<file path="src/rtl/act_pkg.sv">
// Shared definitions for the activation stage: mode encodings, FSM state type
// and a helper for the channel-index width.
package act_pkg;

  localparam logic [1:0] ACT_HTANH = 2'd0;
  localparam logic [1:0] ACT_RELU  = 2'd1;
  localparam logic [1:0] ACT_HSIG  = 2'd2;
  localparam logic [1:0] ACT_SAT   = 2'd3;

  typedef enum logic {
    StIdle = 1'b0,
    StRun  = 1'b1
  } act_state_e;

  // Channel index width, never narrower than one bit.
  function automatic int unsigned ch_width(int unsigned n);
    return (n > 1) ? $clog2(n) : 1;
  endfunction

endpackage

</file>
<file path="src/rtl/act_scalar.sv">
// Single-channel activation: purely combinational x, mode -> y, sat.
// All comparisons are made on a sign-extended IN_W+1 bit copy of x so the
// hard-sigmoid intermediate cannot overflow.
module act_scalar import act_pkg::*; #(
  parameter int unsigned IN_W  = 48,
  parameter int unsigned OUT_W = 16,
  parameter int unsigned FRAC  = 14
) (
  input  logic [IN_W-1:0]  x,
  input  logic [1:0]       mode,
  output logic [OUT_W-1:0] y,
  output logic             sat
);

  localparam logic signed [IN_W:0] OneX    = (IN_W+1)'(1) << FRAC;
  localparam logic signed [IN_W:0] NegOneX = -OneX;
  localparam logic signed [IN_W:0] HalfX   = OneX >>> 1;
  localparam logic signed [IN_W:0] SatMaxX = ((IN_W+1)'(1) << (OUT_W-1)) - (IN_W+1)'(1);
  localparam logic signed [IN_W:0] SatMinX = -((IN_W+1)'(1) << (OUT_W-1));

  localparam logic [OUT_W-1:0] OneY    = OUT_W'(1) << FRAC;
  localparam logic [OUT_W-1:0] NegOneY = -OneY;
  localparam logic [OUT_W-1:0] SatMaxY = {1'b0, {(OUT_W-1){1'b1}}};
  localparam logic [OUT_W-1:0] SatMinY = {1'b1, {(OUT_W-1){1'b0}}};

  logic signed [IN_W:0] xe;
  logic signed [IN_W:0] t;

  assign xe = $signed({x[IN_W-1], x});
  // Hard sigmoid: x/4 (floor) + 0.5.
  assign t  = (xe >>> 2) + HalfX;

  // Select the activation and flag whichever clamp branch was taken.
  always_comb begin
    y   = xe[OUT_W-1:0];
    sat = 1'b0;
    unique case (mode)
      ACT_HTANH: begin
        if (xe > OneX) begin
          y   = OneY;
          sat = 1'b1;
        end else if (xe < NegOneX) begin
          y   = NegOneY;
          sat = 1'b1;
        end
      end
      ACT_RELU: begin
        if (xe < 0) begin
          y   = '0;
          sat = 1'b1;
        end else if (xe > OneX) begin
          y   = OneY;
          sat = 1'b1;
        end
      end
      ACT_HSIG: begin
        y = t[OUT_W-1:0];
        if (t < 0) begin
          y   = '0;
          sat = 1'b1;
        end else if (t > OneX) begin
          y   = OneY;
          sat = 1'b1;
        end
      end
      ACT_SAT: begin
        if (xe > SatMaxX) begin
          y   = SatMaxY;
          sat = 1'b1;
        end else if (xe < SatMinX) begin
          y   = SatMinY;
          sat = 1'b1;
        end
      end
      default: ;
    endcase
  end

endmodule

</file>
<file path="src/rtl/act_unit.sv">
// Multi-channel activation stage: latches a vector of accumulator values and
// emits one activated, saturated channel per cycle on a backpressurable stream.
// Optional feature: define ACT_SAT_COUNT_EN to add the saturation event counter
// (sat_count) and its synchronous clear (sat_clr).
module act_unit import act_pkg::*; #(
  parameter int unsigned IN_W     = 48,
  parameter int unsigned OUT_W    = 16,
  parameter int unsigned FRAC     = 14,
  parameter int unsigned CHANNELS = 4,
  localparam int unsigned ChW     = ch_width(CHANNELS)
) (
  input  logic                     clk,
  input  logic                     rst,
  input  logic                     in_valid,
  output logic                     in_ready,
  input  logic [CHANNELS*IN_W-1:0] in_data,
  input  logic [1:0]               in_mode,
  output logic                     out_valid,
  input  logic                     out_ready,
  output logic [OUT_W-1:0]         out_data,
  output logic [ChW-1:0]           out_ch,
  output logic                     out_last,
`ifdef ACT_SAT_COUNT_EN
  input  logic                     sat_clr,
  output logic [15:0]              sat_count,
`endif
  output logic                     out_sat
);

  localparam logic [ChW-1:0] LastCh = ChW'(CHANNELS - 1);

  act_state_e               state_q;
  logic [ChW-1:0]           ch_q;
  logic [CHANNELS*IN_W-1:0] data_q;
  logic [1:0]               mode_q;
  logic [IN_W-1:0]          x_sel;
  logic [OUT_W-1:0]         y;
  logic                     y_sat;
  logic                     load;

  assign in_ready = (state_q == StIdle);
  // Output register may take a new channel when empty or being drained.
  assign load     = (state_q == StRun) && (!out_valid || out_ready);
  assign x_sel    = data_q[IN_W*int'(ch_q) +: IN_W];

  act_scalar #(
    .IN_W  (IN_W),
    .OUT_W (OUT_W),
    .FRAC  (FRAC)
  ) u_scalar (
    .x    (x_sel),
    .mode (mode_q),
    .y    (y),
    .sat  (y_sat)
  );

  // Control FSM with registered output stage.
  always_ff @(posedge clk or posedge rst) begin
    if (rst) begin
      state_q   <= StIdle;
      ch_q      <= '0;
      data_q    <= '0;
      mode_q    <= ACT_HTANH;
      out_valid <= 1'b0;
      out_data  <= '0;
      out_ch    <= '0;
      out_last  <= 1'b0;
      out_sat   <= 1'b0;
    end else begin
      if (out_valid && out_ready) begin
        out_valid <= 1'b0;
      end
      unique case (state_q)
        StIdle: begin
          if (in_valid) begin
            data_q  <= in_data;
            mode_q  <= in_mode;
            ch_q    <= '0;
            state_q <= StRun;
          end
        end
        StRun: begin
          if (load) begin
            out_valid <= 1'b1;
            out_data  <= y;
            out_ch    <= ch_q;
            out_last  <= (ch_q == LastCh);
            out_sat   <= y_sat;
            if (ch_q == LastCh) begin
              state_q <= StIdle;
            end else begin
              ch_q <= ch_q + 1'b1;
            end
          end
        end
        default: state_q <= StIdle;
      endcase
    end
  end

`ifdef ACT_SAT_COUNT_EN
  // Saturating count of clamped results; clear takes priority over increment.
  always_ff @(posedge clk or posedge rst) begin
    if (rst) begin
      sat_count <= '0;
    end else if (sat_clr) begin
      sat_count <= '0;
    end else if (load && y_sat && (sat_count != 16'hFFFF)) begin
      sat_count <= sat_count + 16'd1;
    end
  end
`endif

endmodule

</file>
<file path="config.mk">
export PLATFORM = sky130hd
export DESIGN_NAME = act_unit
export DESIGN_NICKNAME = d
export VERILOG_FILES = /design/src/rtl/act_pkg.sv /design/src/rtl/act_scalar.sv /design/src/rtl/act_unit.sv
export SDC_FILE = /design/constraint.sdc
export NUM_CORES = 1
export LEC_CHECK = 0
export BUFFER_PORTS_ARGS = -buffer_cell sky130_fd_sc_hd__buf_2
export CAP_MARGIN = 20
export CORE_AREA = 2 2 195 197
export CTS_CLUSTER_SIZE = 16
export DETAILED_ROUTE_END_ITERATION = 10
export DIE_AREA = 0 0 197 199
export PLACE_DENSITY = 0.61
export SYNTH_ARGS = -nofsm -noshare
export SYNTH_HDL_FRONTEND = slang
export SYNTH_HIERARCHICAL = 1
export SYNTH_SLANG_ARGS = --single-unit
</file>
<file path="constraint.sdc">
create_clock -name clk -period 6.15 [get_ports clk]
set_clock_uncertainty 0.2 [all_clocks]
set_input_delay 0.3075 -clock clk [delete_from_list [all_inputs] [get_ports clk]]
set_output_delay 0.3075 -clock clk [all_outputs]
set_load 0.005 [all_outputs]
</file>
==> results of run 1 <==
[cells in the mapped netlist (4+ instances only)]
cell type	n
a21oi_1	21
or3_1	5
inv_1	19
nor3_1	8
a211oi_1	5
and3_1	5
buf_4	7
buf_2	28
nand3_1	13
nor4_1	15
nor2_1	14
o31a_1	4
a21o_1	5
mux4_2	31
buf_6	23
clkbuf_1	11
o41ai_1	4
and2_1	6
mux2_2	20
mux4_1	17
nand2b_1	4
nand4_1	14
dfrtp_1	218
nand2_1	601
o41ai_2	9
[path summary, 6_finish.rpt]
check                           slack, ps  cells past startpoint                        to
worst min-delay path                   90                      3    data_q[25]$_DFFE_PP0P_
min in group clk                      270                      2   data_q[132]$_DFFE_PP0P_
worst max register to register       1320                     10  out_data[14]$_DFFE_PP0P_
worst min register to register        270                      2   data_q[132]$_DFFE_PP0P_
worst max-delay path                 1320                     10  out_data[14]$_DFFE_PP0P_
max in group asynchronous            4650                      4   data_q[191]$_DFFE_PP0P_
[routing by layer]
metal / GRT usage / up-vias / share of wire
li1: - / 4658 / -
met2: 0.2970 / 236 / 0.51
met4: 0.04901 / 0 / 0.030
met5: 0 / - / 0
met3: 0.02442 / 59 / 0.044
met1: 0.2044 / 4632 / 0.42
[cell type report]
cell class / count / area share
inverter: 19 / 0.004983
multi-input combinational: 856 / 0.3310
clock buffer: 33 / 0.04484
timing repair buffer: 427 / 0.2114
clock inverter: 7 / 0.005813
sequential: 218 / 0.3626
tap: 474 / 0.03936
[critical path: cells and delay by family (launching register included)]
family | cells | cell delay [ps]
mux | 3 | 1290
compound gates | 2 | 560
fa+ha+maj | 1 | 240
simple gates | 4 | 1390
flops | 1 | 1020
[repair_timing]
item / in CTS / in global routing
hold buffers: 198 / 0
setup buffers: 0 / 0
hold endpoints to repair: 218 / 0
[stage by stage]
step / util / instance area, sq um / worst slack (ps)
global placement: 0.3311 / 12290 / 1336
finish: 0.4058 / 15070 / 1320
CTS: 0.4050 / 15040 / 1298
detailed placement: 0.3311 / 12290 / 1325
floorplan: - / 11030 / 2330
global route: 0.4058 / 15070 / 1102
[logic make-up after synthesis]
group	after synthesis
buffers and inverters	90
adder cells (fa/ha/maj)	2
flip-flops	218
XOR/XNOR	3
AND/OR/NAND/NOR	707
AO/OA/AOI/OAI	72
multiplexers	72
[registers in the layout, indices dropped and copies added (netlist names)]
signal,flops
ch_q,2
data_q,192
mode_q,2
out_ch,2
out_data,16
out_last,1
out_sat,1
out_valid,1
state_q,1
[report_power, final]
part	total (mW)	internal (mW)	switching [mW]	leakage, nW
Clock	1.42	0.846	0.576	0.374
Sequential	2.61	2.09	0.516	2.73
Combinational	2.95	1.34	1.62	4.39
==> flow_metrics.tcl, run 1 <==
set metrics [dict create \
    status "finished clean" \
    grt_max_degree 133 \
    cp-start-kind "flop" \
    multi_input_area_sq_um 4987 \
    synth-edff-count 0 \
    ctsResizeCount 0 \
    r2r_start "ch_q[0]$_DFFE_PP0P_" \
    netlist_top_cells_area "dfrtp_1 49%, nand2_1 20%, mux4_2 6.3%" \
    final_common_cell "nand2_1" \
    ant_nets 0 \
    cts_made_buffers 25 \
    ys_seq_area_frac 0.4947 \
    clockBufferDepth 3 \
    die_h_microns 199 \
    core_area_sq_um 37130 \
    critical_path_class "flop to flop" \
    wire_per_inst_microns 15.98 \
    final_max_slew_viol_count 0 \
    drc_errors 0 \
    path_cells "mux4_1 > ha_1 > and4_2 > nand3_4 > mux2_4 > nor4_2 > o2111ai_1 > or3_1 > o31a_1 > mux2_2" \
    cts-root-buf "clkbuf_16" \
    cts_tree "done" \
    drtIter0Drc 522 \
    ys.flop_type "dfrtp_1" \
    grt_pass1_wl_mm 51.21 \
    final.setup.tns_ps 0 \
    synthArstFlopShare 1.000 \
    place_inst 1795 \
    synth_cells 1164 \
    initial_core_util 0.2970 \
    grt_overflow 0 \
    grt_pass1_vias 9742 \
    maxCapViolations 0 \
    ios 220 \
    fin_nets 1747 \
    synthMuxAreaShare 0.1283 \
    antenna_found_initial 0 \
    synthSimpleGateAreaFrac 0.2651 \
    finalSetupViolCount 0 \
    synth-xor-area-share 0.002383 \
    tightest_slew_ps 1144 \
    gp_congestion 0.8265 \
    die_x_microns 197 \
    fmax_ghz 0.2070 \
    first_pass_iters 5 \
    cp_slowest_cell "dfrtp_4" \
    diodes 0 \
    hold_viol 0 \
    avgSynthCellArea_sq_um 9.473 \
    hpwl_mm 21.72 \
    portBuffers 219 \
    synth_largest_area_cell "dfrtp_1" \
    drive_above_1_share 0.2186 \
    hold_path_class "primary input to async pin" \
    synth_area_sq_um 11030 \
    yosysWarnings 6 \
    fillers 3670 \
    grt_usage 0.1649 \
    rows 71 \
    ys_types 63 \
    hold_ws_ps 86.30 \
    setup.worst_path.start "ch_q[0]$_DFFE_PP0P_" \
    critPathCaptureType "flop" \
    pwr_density_cell_nw_per_um2 463.5 \
    clkSlewWorstSetupHoldPaths_ps 60 \
    instances_no_fill 2034 \
    crit_required_ps 6350 \
    synth_top_family_by_area "simple AND/OR/NAND/NOR gates" \
    peakVddDrop_mv 0.2558 \
    synth_top_area_share 0.4947 \
    synth-adder-area-share 0.002269 \
    layout.cells.most_common_list "601 x nand2_1, 219 x buf_2, 216 x dfrtp_1, 198 x dlygate4sd3_1, 31 x mux4_2" \
    area_growth_pct 36.64 \
    clock_latency_ps 520 \
    slowest_delay_ps 1020 \
    post-route-period-util 0.7854 \
    synth_nets 1364 \
    drt_wl_total_mm 32.51 \
    total_power_mw 6.983 \
    critPathMaxFanout 52 \
    period_needed_ps 4830 \
    num_vias 9585 \
    seqCellArea_sq_um 5463 \
    rsz0062_at_grt "no" \
    clkSinkCount 218 \
    max_slew_margin 0.2337 \
    synth_compound_area_frac 0.05242 \
    die_area_sq_um 39200 \
    arrival_ps 5030 \
    cts_htree_levels 1 \
    leakage_nw 7.496 \
    routed_via_density 4.712 \
    synth-seq-cells 218 \
]
(Power assumes the default switching activity.)
==> run 2, diff against run 1 <==
ABC_AREA = 1   (was unset)
CORE_AREA = 2 2 204 206   (was 2 2 195 197)
DIE_AREA = 0 0 206 208   (was 0 0 197 199)
clock period = 4.25 ns   (was 6.15 ns; I/O delays follow)
==> run 2 against run 1 <==
Register-to-register slack lost 890 ps. Utilization is 0.35 points lower. Die area increased by 9.3%. Sequential cell count unchanged. Largest power group unchanged. Non-clock buffer count up 8. Clock power up 49%. Sequential power rose by 34%. Count of clock-buffer cells in the layout unchanged. Setup slack got worse by 890 ps. Total power up 62%.
==> flow_metrics.tcl, run 2 <==
set metrics [dict create \
    initial_core_util 0.2976 \
    ys_types 34 \
    period_needed_ps 3821 \
    synth_area_sq_um 12070 \
    grt_usage 0.2021 \
    post-route-period-util 0.8991 \
    peakVddDrop_mv 0.5437 \
    ios 220 \
    cts-root-buf "clkbuf_16" \
    critPathMaxFanout 27 \
    final.setup.tns_ps 0 \
    netlist_top_cells_area "dfrtp_1 45%, nand2_1 19%, nand3_1 8.5%" \
    hp-start "in_valid" \
    seqCellArea_sq_um 5459 \
    layout.cells.most_common_list "619 x nand2_1, 225 x nor2_1, 218 x buf_2, 217 x dfrtp_1, 204 x nand3_1" \
    slowest_delay_ps 640 \
    synth_top_area_share 0.4520 \
    fmax_ghz 0.2617 \
    cp_common_cell "nand2_1" \
    ys_seq_area_frac 0.4520 \
    die_x_microns 206 \
    critPathCaptureType "flop" \
    cts_htree_levels 1 \
    antenna_found_initial 0 \
    cp_slowest_cell "dfrtp_4" \
    path_buf_inv 1 \
    fin_nets 2262 \
    cp-start-kind "flop" \
    diodes 0 \
    yosysWarnings 6 \
    regMostFlops "data_q" \
    hold_ws_ps 149.1 \
    first_pass_iters 7 \
    cts_tree "done" \
    grt_pass1_wl_mm 68.83 \
    path_cells "buf_12 > nor2_1 > o21ai_0 > nand2_1 > ha_1 > nand2_1 > nor2_2 > nand3b_1 > nor2_2 > nor2_1 > nor3_1 > nand3_1 > nor2_4 > nand2_1 > nand2_1 > nand2_1 > nand3_1 > nand2_1 > nand2_1" \
    final_max_slew_viol_count 0 \
    fillers 4199 \
    rrSetupSlack_ps 430 \
    rows 74 \
    ctsResizeCount 0 \
    clockBufferDepth 3 \
    routed_via_density 4.858 \
    leakage_nw 8.445 \
    grt_overflow 0 \
    portBuffers 219 \
    synth-edff-count 0 \
    core_area_sq_um 40550 \
    grt_max_degree 146 \
    finalSetupViolCount 0 \
    drive_above_1_share 0.1489 \
    hold_path_class "primary input to flop" \
    clock_latency_ps 530 \
    drc_errors 0 \
    ant_nets 0 \
    synth-seq-cells 218 \
    largestRegisters "data_q: 192 flops, out_data: 16 flops" \
    ys.flop_type "dfrtp_1" \
    setup.worst_path.start "ch_q[1]$_DFFE_PP0P_" \
    final_common_cell "nand2_1" \
    hold_depth 4 \
    synthArstFlopShare 1.000 \
    cts_made_buffers 24 \
    status "finished clean" \
    synth_most_common_cell "nand2_1" \
    largest_reg_flops 192 \
    wire_per_inst_microns 16.85 \
    max_slew_margin 0.2475 \
    area_growth_pct 35.16 \
    drtIter0Drc 1099 \
    r2r-end "out_data[13]$_DFFE_PP0P_" \
    die_area_sq_um 42850 \
    total_power_mw 11.34 \
    tightest_slew_ps 1129 \
    synth_largest_area_cell "dfrtp_1" \
    hpwl_mm 29.77 \
    path_delay_family "simple AND/OR/NAND/NOR gates" \
    ys_top_cells_by_count "619 x nand2_1, 225 x nor2_1, 218 x dfrtp_1, 204 x nand3_1, 98 x inv_1" \
    gp_congestion 0.9477 \
    synth_cells 1704 \
    drt_wl_total_mm 43.93 \
    clkSinkCount 218 \
    rsz0062_at_grt "no" \
    hold_viol 0 \
    r2r_start "ch_q[1]$_DFFE_PP0P_" \
    num_vias 12660 \
    grt_pass1_vias 12430 \
    synth_nets 1904 \
    die_h_microns 208 \
    ff2ff_path_depth 19 \
    critical_path_class "flop to flop" \
    hold_end "data_q[183]$_DFFE_PP0P_" \
    multi_input_area_sq_um 5680 \
    maxCapViolations 0 \
    pwr_density_cell_nw_per_um2 695.3 \
    crit_required_ps 4520 \
    avgSynthCellArea_sq_um 7.084 \
    arrival_ps 4090 \
    clkSlewWorstSetupHoldPaths_ps 60 \
]
[run 2: cell count changes in the layout (fill, tap and decap cells not counted), moves of 29 or more]
| cell | before | now |
|---|---|---|
| nand3_1 | 13 | 204 |
| a21oi_1 | 21 | 50 |
| nor2_1 | 14 | 225 |
| mux4_2 | 31 | 0 |
| o211ai_1 | 2 | 48 |
| inv_1 | 18 | 96 |
| o21ai_0 | 3 | 54 |
[run 2: layer usage]
layer | share of wire | wire, microns | vias to the layer above | track usage
li1 | - | - | 6172 | -
met1 | 0.47 | 20690 | 5964 | 0.3008
met2 | 0.44 | 19540 | 454 | 0.3085
met3 | 0.060 | 2636 | 74 | 0.02193
met4 | 0.024 | 1067 | 0 | 0.05690
met5 | 0 | 0 | - | 0
[run 2: final cells by class]
cell class	count	share of cell area
tap	532	0.04080
clock inverter	6	0.005062
timing repair buffer	435	0.2038
clock buffer	33	0.04325
multi-input combinational	1280	0.3482
sequential	218	0.3346
inverter	103	0.02423
[run 2: worst max-delay path by stage]
stage,to,slack [ps],depth (start not counted)
after floorplan,ch_q[0]$_DFFE_PP0P_,1000,1
after global placement,out_data[13]$_DFFE_PP0P_,470,17
after detailed placement,out_data[13]$_DFFE_PP0P_,440,17
after CTS,out_data[13]$_DFFE_PP0P_,420,17
after global routing,out_data[13]$_DFFE_PP0P_,140,24
final,out_data[13]$_DFFE_PP0P_,430,19
[run 2: where the power goes]
| group | internal, mW | switching [mW] |
|---|---|---|
| sequential | 2.99 | 0.511 |
| clock | 1.27 | 0.846 |
| combinational | 1.76 | 3.98 |
| total | 6.01 | 5.33 |
[run 2: timing repair]
item                                    CTS  global route
endpoints found under the setup margin    0             2
hold endpoints to repair                339             0
buffers inserted                          0             1
hold buffers                            199             0
[run 2: metrics by stage]
step	area [sq um]	std cells	utilization	setup slack (ps)
5_1_grt	16310	2607	0.4023	143.0
3_5_place_dp	13490	2367	0.3326	444.3
3_3_place_gp	13490	2367	0.3326	467.9
4_1_cts	16270	2605	0.4011	422.6
6_report	16310	2607	0.4023	428.6
2_1_floorplan	12070	1704	-	997.4
[run 2: logic make-up after synthesis]
group / Yosys count / share of synthesized area
simple gates: 1117 / 0.3888
flops: 218 / 0.4520
buf+inv: 206 / 0.07816
compound gates: 156 / 0.07536
xor+xnor: 5 / 0.003628
fa+ha+maj: 2 / 0.002073
[run 2: worst reg2reg max path, delay by kind of cell, from the launching register on]
kind | cells | cell delay, ps
AOI/OAI and AO/OA | 1 | 170
and+or+nand+nor | 16 | 2180
adders and majority gates | 1 | 300
buffers and inverters | 1 | 250
DFF | 1 | 640
==> run 3, diff against run 2 <==
ABC_AREA = unset   (was 1)
CORE_AREA = 2 2 195 197   (was 2 2 204 206)
DIE_AREA = 0 0 197 199   (was 0 0 206 208)
==> run 3 against run 2 <==
Hold slack improved by 7.9 ps. Critical path depth fell by 8. Register-to-register slack got worse by 170 ps. Non-clock buffer count up 1. Via count down 24%. Die area shrank 8.5%. Critical path type unchanged. Largest cell class is now sequential cells.
==> flow_metrics.tcl, run 3 (synthesis gave the netlist of run 1 again) <==
set metrics [dict create \
    routed_via_density 4.697 \
    cp_slowest_cell "mux4_1" \
    initial_core_util 0.2970 \
    post-route-period-util 0.9392 \
    cts_tree "done" \
    leakage_nw 7.613 \
    clkSlewWorstSetupHoldPaths_ps 70 \
    num_vias 9629 \
    cts_htree_levels 1 \
    place_ws_ps 266.5 \
    rsz0062_at_grt "no" \
    path_depth 11 \
    die_area_sq_um 39200 \
    total_power_mw 10.55 \
    cts-root-buf "clkbuf_16" \
    grt_usage 0.1681 \
    status "finished clean" \
    cts_made_buffers 25 \
    die_x_microns 197 \
    largestRegisters "data_q: 192 flops, out_data: 16 flops" \
    pwr_density_cell_nw_per_um2 689.0 \
    die_h_microns 199 \
    drive_above_1_share 0.2279 \
    slowest_delay_ps 660 \
    grt_max_degree 131 \
    rows 71 \
    critical_path_class "flop to flop" \
    fmax_ghz 0.2505 \
    final.setup.tns_ps 0 \
    wire_per_inst_microns 16.16 \
    regMostFlops "data_q" \
    clkSinkCount 218 \
    max_slew_margin 0.2843 \
    ctsResizeCount 0 \
    final_max_slew_viol_count 0 \
    hpwl_mm 22.22 \
    core_area_sq_um 37130 \
    path_buf_inv 2 \
    fin_nets 1756 \
    arrival_ps 4270 \
    r2r_start "ch_q[0]$_DFFE_PP0P_" \
    maxCapViolations 0 \
    critPathCaptureType "flop" \
    period_needed_ps 3991 \
    fin_ws_ps 258.6 \
    tightest_slew_ps 1068 \
    ant_nets 0 \
    finalSetupViolCount 0 \
    rrSetupSlack_ps 260 \
    largest_reg_flops 192 \
    grt_pass1_vias 9970 \
    crit_required_ps 4530 \
    r2r-end "out_data[0]$_DFFE_PP0P_" \
    portBuffers 219 \
    cp-start-kind "flop" \
    hold_path_class "primary input to async pin" \
    critPathMaxFanout 32 \
    clock_latency_ps 540 \
    drt_wl_total_mm 33.13 \
    gp_congestion 0.8319 \
    final_common_cell "nand2_1" \
    drc_errors 0 \
    drtIter0Drc 449 \
    clockBufferDepth 3 \
    first_pass_iters 5 \
    peakVddDrop_mv 0.3367 \
    grt_pass1_wl_mm 52.43 \
    fin_area_sq_um 15320 \
    ff2ff_path_depth 11 \
    layout.cells.most_common_list "601 x nand2_1, 219 x buf_2, 216 x dfrtp_1, 198 x dlygate4sd3_1, 31 x mux4_2" \
    place_area_sq_um 12440 \
    ios 220 \
    cp-endpoint "out_data[0]$_DFFE_PP0P_" \
    antenna_found_initial 1 \
    path_delay_family "simple AND/OR/NAND/NOR gates" \
    hold_viol 0 \
    path_cells "buf_12 > mux4_1 > nor4_1 > nand3_1 > o21ai_0 > and3_1 > o2111ai_1 > or3_1 > buf_4 > o41ai_2 > mux2_2" \
    grt_overflow 0 \
    setup.worst_path.start "ch_q[0]$_DFFE_PP0P_" \
    area_growth_pct 38.90 \
]
run 3: per-layer routing:
layer / track usage / wire length [microns] / up-vias
met5: 0 / 0 / -
met4: 0.05653 / 1129 / 0
met3: 0.03255 / 1628 / 80
met2: 0.3001 / 16530 / 255
met1: 0.2031 / 13840 / 4614
li1: - / - / 4680
run 3: repair_timing:
action / 4_1_cts / 5_1_grt
buffers inserted: 0 / 0
setup endpoints to repair: 0 / 0
hold endpoints to repair: 414 / 0
hold buffers: 198 / 0
run 3: final cells by class:
class                           instances  area, sq um
Multi-Input combinational cell        856         4987
Fill cell                            3562        21820
Clock buffer                           36        747.0
Inverter                               19        75.07
Tap cell                              474        593.1
Antenna cell                            1        2.502
Timing Repair Buffer                  436         3308
Clock inverter                         10        140.1
Sequential cell                       218         5463
run 3: stage by stage:
stage               cells    util  hold WS, ps
global route         2050  0.4125        192.4
detailed placement   1805  0.3351        204.8
global placement     1805  0.3351        202.3
floorplan            1164       -        117.9
finish               2050  0.4125        157.0
CTS                  2049  0.4124        170.0
run 3: worst min-delay path by stage:
| stage | startpoint | endpoint | slack (ps) | depth (start not counted) |
|---|---|---|---|---|
| 5_1_grt | in_data[6] | data_q[6]$_DFFE_PP0P_ | 190 | 4 |
| 3_3_place_gp | in_data[55] | data_q[55]$_DFFE_PP0P_ | 200 | 3 |
| 4_1_cts | in_data[105] | data_q[105]$_DFFE_PP0P_ | 170 | 4 |
| 3_5_place_dp | in_data[57] | data_q[57]$_DFFE_PP0P_ | 200 | 3 |
| 2_1_floorplan | in_data[0] | data_q[0]$_DFFE_PP0P_ | 120 | 2 |
| 6_report | rst | data_q[121]$_DFFE_PP0P_ | 160 | 4 |
run 3: worst min-delay path: stages:
cell and delay, ps:
dlygate4sd3_1 540, buf_2 140, clkinvlp_4 100, buf_12 330
run 3: report_power, final:
part	total, mW	switching [mW]	internal, mW	leakage (nW)
combinational	4.67	2.63	2.04	4.45
clock	2.30	0.900	1.40	0.428
sequential	3.58	0.546	3.03	2.73
total	10.6	4.08	6.47	7.61
